`config.mk`:
```
export PLATFORM = sky130hd
export DESIGN_NAME = fft_seq_ctrl
export DESIGN_NICKNAME = d
export VERILOG_FILES = /design/src/rtl/fft_pkg.sv /design/src/rtl/fft_addr_gen.sv /design/src/rtl/fft_seq_ctrl.sv
export SDC_FILE = /design/constraint.sdc
export NUM_CORES = 1
export LEC_CHECK = 0
export BUFFER_PORTS_ARGS = -buffer_cell sky130_fd_sc_hd__clkbuf_2
export CAP_MARGIN = 10
export CORE_UTILIZATION = 47
export CTS_BUF_LIST = sky130_fd_sc_hd__clkbuf_16
export CTS_CLUSTER_DIAMETER = 50
export DETAILED_ROUTE_END_ITERATION = 7
export PLACE_DENSITY = 0.69
export SLEW_MARGIN = 20
export SYNTH_ARGS = -nofsm -noshare
export SYNTH_HDL_FRONTEND = slang
export SYNTH_SLANG_ARGS = --single-unit
```
`constraint.sdc`:
```
create_clock -name clk -period 6.2 [get_ports clk]
set_input_delay 0.93 -clock clk [delete_from_list [all_inputs] [get_ports clk]]
set_output_delay 0.93 -clock clk [all_outputs]
set_load 0.005 [all_outputs]
```
`src/rtl/fft_pkg.sv`:
```
// Shared state encoding and default constants for the FFT sequencing controller.
package fft_pkg;

    typedef enum logic [3:0] {
        ST_IDLE,
        ST_RD_A,
        ST_RD_B,
        ST_RD_TW,
        ST_RD_LAST,
        ST_BB_GO,
        ST_BB_WAIT,
        ST_WR_A,
        ST_WR_B,
        ST_NEXT,
        ST_DONE
    } fft_state_e;

    localparam int DATA_BASE_DEF = 0;

    function automatic int stage_w(input int log2_n);
        return (log2_n > 1) ? $clog2(log2_n) : 1;
    endfunction

    // Twiddle table sits directly above the N-sample data block by default.
    function automatic int tw_base_def(input int log2_n);
        return 1 << log2_n;
    endfunction

endpackage

```
`src/rtl/fft_addr_gen.sv`:
```
// In-place radix-2 DIT operand and twiddle addresses for stage s, butterfly b.
module fft_addr_gen
    import fft_pkg::*;
#(
    parameter int LOG2_N    = 5,
    parameter int ADDR_W    = LOG2_N + 1,
    parameter int DATA_BASE = DATA_BASE_DEF,
    parameter int TW_BASE   = tw_base_def(LOG2_N)
) (
    input  logic [stage_w(LOG2_N)-1:0] s,
    input  logic [LOG2_N-2:0]          b,
    output logic [ADDR_W-1:0]          addr_a,
    output logic [ADDR_W-1:0]          addr_b,
    output logic [ADDR_W-1:0]          addr_tw
);

    localparam int SW = stage_w(LOG2_N);

    logic [ADDR_W-1:0] b_ext;
    logic [ADDR_W-1:0] half;
    logic [ADDR_W-1:0] pos;
    logic [ADDR_W-1:0] grp_off;
    logic [ADDR_W-1:0] k;

    always_comb begin
        b_ext   = ADDR_W'(b);
        half    = ADDR_W'(1) << s;
        pos     = b_ext & (half - ADDR_W'(1));
        // grp*2*half == (b - pos) * 2, avoiding an s+1 shift overflow
        grp_off = (b_ext - pos) << 1;
        k       = pos << (SW'(LOG2_N - 1) - s);
        addr_a  = ADDR_W'(DATA_BASE) + grp_off + pos;
        addr_b  = addr_a + half;
        addr_tw = ADDR_W'(TW_BASE) + k;
    end

endmodule

```
`src/rtl/fft_seq_ctrl.sv`:
```
// FFT butterfly sequencer: walks stages/butterflies, drives SRAM and datapath strobes.
module fft_seq_ctrl
    import fft_pkg::*;
#(
    parameter int LOG2_N    = 5,
    parameter int ADDR_W    = LOG2_N + 1,
    parameter int DATA_BASE = DATA_BASE_DEF,
    parameter int TW_BASE   = tw_base_def(LOG2_N)
) (
    input  logic                       clk,
    input  logic                       rst,
    input  logic                       fft_start,
    input  logic                       fft_inverse,
    input  logic                       abort,
    input  logic                       bb_done,
    output logic [ADDR_W-1:0]          sram_addr,
    output logic                       sram_read_ena,
    output logic                       sram_write_ena,
    output logic                       shift_in_ena,
    output logic                       shift_out_ena,
    output logic                       bb_start,
    output logic                       conj_tw,
    output logic [stage_w(LOG2_N)-1:0] stage,
    output logic [LOG2_N-2:0]          bfly,
    output logic                       busy,
    output logic                       fft_done
);

    localparam int SW = stage_w(LOG2_N);
    localparam int BW = LOG2_N - 1;
    localparam logic [SW-1:0] S_LAST = SW'(LOG2_N - 1);
    localparam logic [BW-1:0] B_LAST = '1;

    fft_state_e        state_q, state_d;
    logic [SW-1:0]     stage_q, stage_d;
    logic [BW-1:0]     bfly_q, bfly_d;
    logic              conj_q, conj_d;
    logic [ADDR_W-1:0] addr_q, addr_d;
    logic [ADDR_W-1:0] addr_a, addr_b, addr_tw;

    fft_addr_gen #(
        .LOG2_N   (LOG2_N),
        .ADDR_W   (ADDR_W),
        .DATA_BASE(DATA_BASE),
        .TW_BASE  (TW_BASE)
    ) u_addr_gen (
        .s      (stage_q),
        .b      (bfly_q),
        .addr_a (addr_a),
        .addr_b (addr_b),
        .addr_tw(addr_tw)
    );

    always_ff @(posedge clk or posedge rst) begin
        if (rst) begin
            state_q <= ST_IDLE;
            stage_q <= '0;
            bfly_q  <= '0;
            conj_q  <= 1'b0;
            addr_q  <= '0;
        end else begin
            state_q <= state_d;
            stage_q <= stage_d;
            bfly_q  <= bfly_d;
            conj_q  <= conj_d;
            addr_q  <= addr_d;
        end
    end

    always_comb begin
        state_d        = state_q;
        stage_d        = stage_q;
        bfly_d         = bfly_q;
        conj_d         = conj_q;
        addr_d         = addr_q;
        sram_read_ena  = 1'b0;
        sram_write_ena = 1'b0;
        shift_in_ena   = 1'b0;
        shift_out_ena  = 1'b0;
        bb_start       = 1'b0;
        fft_done       = 1'b0;
        unique case (state_q)
            ST_IDLE: begin
                if (fft_start) begin
                    state_d = ST_RD_A;
                    stage_d = '0;
                    bfly_d  = '0;
                    conj_d  = fft_inverse;
                end
            end
            ST_RD_A: begin
                state_d       = ST_RD_B;
                sram_read_ena = 1'b1;
                addr_d        = addr_a;
            end
            ST_RD_B: begin
                state_d       = ST_RD_TW;
                sram_read_ena = 1'b1;
                shift_in_ena  = 1'b1;
                addr_d        = addr_b;
            end
            ST_RD_TW: begin
                state_d       = ST_RD_LAST;
                sram_read_ena = 1'b1;
                shift_in_ena  = 1'b1;
                addr_d        = addr_tw;
            end
            ST_RD_LAST: begin
                state_d      = ST_BB_GO;
                shift_in_ena = 1'b1;
            end
            ST_BB_GO: begin
                state_d  = ST_BB_WAIT;
                bb_start = 1'b1;
            end
            ST_BB_WAIT: begin
                if (bb_done) state_d = ST_WR_A;
            end
            ST_WR_A: begin
                state_d        = ST_WR_B;
                sram_write_ena = 1'b1;
                shift_out_ena  = 1'b1;
                addr_d         = addr_a;
            end
            ST_WR_B: begin
                state_d        = ST_NEXT;
                sram_write_ena = 1'b1;
                shift_out_ena  = 1'b1;
                addr_d         = addr_b;
            end
            ST_NEXT: begin
                if (bfly_q == B_LAST) begin
                    if (stage_q == S_LAST) begin
                        state_d = ST_DONE;
                    end else begin
                        state_d = ST_RD_A;
                        bfly_d  = '0;
                        stage_d = stage_q + 1'b1;
                    end
                end else begin
                    state_d = ST_RD_A;
                    bfly_d  = bfly_q + 1'b1;
                end
            end
            ST_DONE: begin
                state_d  = ST_IDLE;
                fft_done = 1'b1;
            end
            default: state_d = ST_IDLE;
        endcase
        // Abort wins over bb_done and the final NEXT->DONE step.
        if (abort && state_q != ST_IDLE) begin
            state_d = ST_IDLE;
            stage_d = stage_q;
            bfly_d  = bfly_q;
        end
    end

    assign sram_addr = addr_d;
    assign conj_tw   = conj_q;
    assign stage     = stage_q;
    assign bfly      = bfly_q;
    assign busy      = (state_q != ST_IDLE);

endmodule

```
**After elaboration in Yosys (flattened, before gate mapping)**

Index checks and enable logic that the tools add are counted.

- Output and inout bits: 21
- Input bits: 6
- Register bits: 18
- Logic and storage cells: 68

- Shift-type cells: 2
- $add $sub $neg: 8
- Multiplexer cells: 20
- Reductions and logical operators: 13
- Bitwise gates (word level): 2
- Eq/ne operators: 18

Operator list:

| kind | count |
|---|---|
| case mux 4 bit (10 select lines) | 1 |
| two-way mux 4 bit | 8 |
| case mux 6 bit (3 select lines) | 1 |
| == test 4 x 3 -> 1 bit (second input constant) | 4 |
| == test 4 bit (second input constant) | 4 |
| adder 6 bit | 2 |
| two-way mux 3 bit | 3 |
| != test 3 bit (second input constant) | 3 |
| == test 4 x 2 -> 1 bit (second input constant) | 2 |
| case mux 4 bit (2 select lines) | 1 |
| adder 6 bit (first input constant) | 1 |
| bitwise AND 4 x 6 -> 6 bit | 1 |
| != test 2 bit (second input constant) | 3 |
| case mux 3 bit (2 select lines) | 1 |
| OR reduction 2 bit | 3 |
| OR reduction 3 bit | 2 |
| left shift 1 x 3 -> 6 bit (first input constant) | 1 |
| left shift 6 x 3 -> 6 bit | 1 |
| subtractor 6 x 1 -> 6 bit (second input constant) | 1 |
| two-way mux 1 bit | 5 |
| AND reduction 5 bit | 1 |
| subtractor 4 x 5 -> 5 bit | 1 |
| adder 4 x 1 -> 4 bit (second input constant) | 1 |
| == test 4 x 1 -> 1 bit (second input constant) | 1 |
| other kinds (10) | 11 |

**Longest topological paths before layout**

- Word-level depth: 7
- Mapped depth: 20
- Mapped depth without buffers: 18

**Cells and area by module**

From an unflattened synthesis, not the netlist that was laid out.

- Cell total of the unflattened synthesis: 243
- Area total of the unflattened synthesis: 2034.5 µm²

Modules (own cells, without submodules):

| module | cells each | seq. area each (µm²) | times used | area each (µm²) |
|---|---|---|---|---|
| fft_seq_ctrl | 161 | 450.4 | 1 | 1395.1 |
| fft_addr_gen | 82 | 0.0 | 1 | 639.4 |

**Least setup slack after synthesis**

Ideal clock, no wire load.

- Path type: reg2out
- From: register stage_q[0] (netlist: stage[0])
- To: output sram_addr[5]
- Buffers on the path: 2
- Arrival: 4086 ps
- Path slack: 1184 ps
- Cell stages (with the launch flop): 21
- Required time: 5270 ps
- Path through: dfrtp_1 -> clkbuf_1 -> inv_1 -> ha_1 -> ha_1 -> buf_6 -> xnor2_1 -> nand2_1 -> ha_1 -> a211oi_2 -> xnor2_1 -> ha_1 -> a21oi_1 -> xor2_1 -> ha_1 -> nor3_1 -> a211oi_1 -> xor2_1 -> or4_1 -> mux2_4 -> a31oi_2

- Word-level cells in the longest chain between the ends: 7
- Elaborated cells between the ends (all ways): 10
- Classes of those cells: add/sub: 6; shift: 2; mux: 1; bitwise: 1

Ends and longest elaborated chain:

| element | line | RTL |
|---|---|---|
| from (decl) | fft_seq_ctrl.sv:35 | `logic [SW-1:0] stage_q, stage_d;` |
| from (signal assigned) | fft_seq_ctrl.sv:63 | `stage_q <= stage_d;` |
| left shift 1 x 3 -> 6 bit | fft_addr_gen.sv:27 | `half = ADDR_W'(1) << s;` |
| subtractor 6 x 1 -> 6 bit | fft_addr_gen.sv:28 | `pos = b_ext & (half - ADDR_W'(1));` |
| bitwise AND 4 x 6 -> 6 bit | fft_addr_gen.sv:28 |  |
| subtractor 4 x 5 -> 5 bit | fft_addr_gen.sv:30 | `grp_off = (b_ext - pos) << 1;` |
| adder 6 bit | fft_addr_gen.sv:32 | `addr_a = ADDR_W'(DATA_BASE) + grp_off + pos;` |
| adder 6 bit | fft_addr_gen.sv:33 | `addr_b = addr_a + half;` |
| case mux 6 bit (3 select lines) * | fft_seq_ctrl.sv:82 | `unique case (state_q)` |
| to (decl) | fft_seq_ctrl.sv:16 | `output logic [ADDR_W-1:0] sram_addr,` |

Every way passes the cells marked *; elsewhere a longest branch is shown, timed or not.

**Worst setup path after layout**

Same ends and word-level chain as after synthesis.

==> summary.md <==
## Critical path
• kind of capture point of the worst setup path: output port
• maximum fanout along the worst path: 11
• WP data arrival: 4.71 ns
• startpoint class of the critical path: register
• setup slack of the most critical reg-to-reg path: 1.78 ns
• WP data required: 5.27 ns
• Crit Path Class: reg2out

## Timing
• unrepaired setup endpoints after global routing: false
• minimum clock period after layout: 5.64 ns
• final max-slew violation count: 0
• Finish-stage setup viols: 0
• final setup margin: 0.558 ns
• worst rel slew slack: 51.0%
• Fin. Hold Viols: 0
• FMAX: 177 MHz
• measured slew at the worst slew-check pin: 0.729 ns
• Clock Skew: 0.00214 ns
• setup_tns: 0 ns
• final clock period utilization by the worst path: 91.0%

## Flow run
• Maximum Capacitance Violations: 0

## Final layout
• fill cell total of the finished layout: 377
• signed area change from the synthesized netlist to the final layout: 11.8%
• final net count: 270
• ant diodes: 0
• area of all placed cells without fillers: 2020 µm²
• fraction of final layout cells sized beyond drive strength 1: 18.4%

## Power and ir drop
• maximum resistive drop on vdd: 160 µV
• fraction of power consumed by combinational cells: 43.5%
• sequential fraction of design power: 32.6%
• standby leakage power: 0.000937 µW
• switching power: 196 µW
• cell internal power dissipation: 329 µW
• net switching fraction of the power: 37.3%
• Power per Cell Area: 259 nW/µm²
• Clock power frac: 23.8%

## Routing
• Initial DRC Count: 86
• Via density: 5.58
• detailed-router iteration count before antenna repair: 4
• per-cell routed wire length: 14.6 µm
• routed vias: 1630
• aggregate routed wire length: 4250 µm
• post-route antenna net violation count: 0
• remaining routing DRC violations: 0

## Synthesis
• fraction of synthesized cell area taken by the top area cell type: 24.9%
• cell taking the most area after synthesis: dfrtp_1
• Mean Syn Cell Area: 8.08 µm²
• number of flops mapped to enable cells by yosys: 0
• top post-synthesis cells by area: dfrtp_1 (25%), ha_1 (12%), nand2_1 (5.2%)
• synthesized netlist cell count: 224
• post-synth net total: 248
• Ys Warns: 0
• cell area after synthesis: 1810 µm²
• share of flip-flops with an asynchronous set or reset: 100%
• number of library cell types mapped by synthesis: 57
• post-synthesis sequential area ratio: 24.9%
• number of storage elements in the synthesis netlist: 18
• most used flip-flop cell after synthesis: dfrtp_1

## Placed design
• port bufs: 26
• placed wire-length estimate after detailed placement: 3290 µm
• routability-driven placement congestion ratio: 0.889
• Post-Place Worst Slack: 0.906 ns
• instance area at placement: 1950 µm²

## GRT
• number of antenna violations at the first check in global routing: 0
• overflow left after global routing: 0
• via count of the first global-routing pass: 1516
• pin count of the biggest net entering global routing: 19
• GRT Util Overall: 22.4%
• wire length of the first global-routing pass: 7230 µm

## Clock tree
• clock-pin slew of the registers on the worst-case setup and hold paths: 0.05 ns
• Clock Latency Late Sink: 0.24 ns
• clock tree from TritonCTS: done
• Hold-fix buffers, CTS: 0
• Clock H-tree levels: 1
• largest buffer count on any clock path: 2
• CTS root buffer: clkbuf_16
• number of buffers added for setup after CTS: 0
• TritonCTS buffer count: 3
• clock net sink count: 18
• quantity of gates resized following cts: 0

## Die
• number of primary I/O pins: 27
• die outline height: 64.1 µm
• starting utilization of the core area: 49.1%
• area of the core: 3690 µm²
• width of the chip: 64.1 µm
• # rows: 22
• die outline area: 4100 µm²

## Hold path
• path type of the worst min-delay path: reg2reg

## Run status
• result of the run: finished clean

## synth_stat cells (all sizes together) (4+ instances only)
master	number
nand2	25
nor2	22
dfrtp	18
ha	17
inv	17
o21ai	12
a21oi	11
nor3	9
xnor2	8
a31oi	6
buf	6
mux2	6
nand2b	6
mux2i	4
nand3	4
or2	4
xor2	4
## power by group through the flow
stage / registers, µW / clock network (µW) / logic [µW]
final: 171 / 125 / 229
after CTS: 171 / 128 / 229
after global routing: 176 / 135 / 259
after floorplan: 157 / 0 / 170
after global placement: 171 / 0 / 228
after detailed placement: 173 / 0 / 229
## placed cells by master, fill, tap and decap left out, types with 2 or more instances in the layout
cell / instances
clkbuf_2: 26
nand2_1: 25
nor2_1: 22
dfrtp_1: 18
inv_1: 17
ha_1: 17
a21oi_1: 10
o21ai_0: 9
nor3_1: 9
xnor2_1: 8
a31oi_1: 5
nand2b_1: 5
nand3_1: 4
xor2_1: 4
mux2i_1: 4
nand4_1: 3
o21ai_1: 3
mux2_2: 3
o22ai_1: 3
clkbuf_16: 3
or2_1: 2
nand4b_1: 2
o21ba_2: 2
o221ai_1: 2
nor2b_1: 2
or2_2: 2
and2_1: 2
a21o_1: 2
or3_1: 2
a22oi_1: 2
mux2_4: 2
conb_1: 2
## through the flow
stage | util, % | cells | hold slack, ns | power [µW]
floorplan | - | 224 | 0.504 | 327
global placement | 52.8 | 289 | 0.486 | 399
detailed placement | 52.8 | 289 | 0.504 | 402
CTS | 54.9 | 292 | 0.516 | 529
global route | 54.9 | 292 | 0.528 | 570
finish | 54.9 | 292 | 0.509 | 525
## kinds of logic after synthesis
group | Yosys count | synth area share (%)
AO/OA/AOI/OAI | 51 | 19.4
XOR/XNOR | 12 | 5.81
adder cells (fa/ha/maj) | 19 | 13.4
buffers and inverters | 26 | 6.36
flip-flops | 18 | 24.9
multiplexers | 10 | 6.36
other | 2 | 0.415
AND/OR/NAND/NOR | 86 | 23.4
## worst max-delay path, cell delays in order (launching register included)
cell and delay, ns:
dfrtp_1 0.54, inv_1 0.18, ha_1 0.27, ha_1 0.31
xnor2_1 0.19, nand2_1 0.07, ha_1 0.21, a211oi_2 0.20
xnor2_1 0.15, ha_1 0.29, a21oi_1 0.17, xor2_1 0.22
ha_1 0.22, nor3_1 0.05, a211oi_1 0.30, xor2_1 0.13
or4_1 0.42, mux2_4 0.27, a31oi_2 0.14, clkbuf_2 0.13
## registers in the layout, summed over array words and instances (netlist names)
| name | flops |
|---|---|
| addr_q | 6 |
| state_q | 4 |
| bfly | 4 |
| stage | 3 |
| conj_tw | 1 |
## layer usage
| metal | vias to the layer above | routed length (µm) | GRT usage [%] |
|---|---|---|---|
| li1 | 831 | - | - |
| met3 | 2 | 200 | 4.82 |
| met1 | 763 | 2060 | 30.9 |
| met2 | 34 | 1980 | 36.7 |
| met4 | 0 | 14 | 2.56 |
| met5 | - | 0 | 0 |
## area by class of cell
cell class	instances	area [µm²]	area share, %
multi-input combinational	180	1240	61.5
inverter	17	63.8	3.15
timing repair buffer	26	130	6.43
sequential	18	450	22.2
tap	48	60.1	2.97
clock buffer	3	75.1	3.71
## final timing paths
kind,cells after the start,start,endpoint
min,1,conj_tw,conj_tw
max in group asynchronous,2,rst,addr_q[2]
min reg2reg,1,conj_tw,conj_tw
min in group asynchronous,2,rst,conj_tw
max reg2reg,18,stage[0],addr_q[5]
max,19,stage[0],sram_addr[5]
Power figures use the tool's default switching activity.
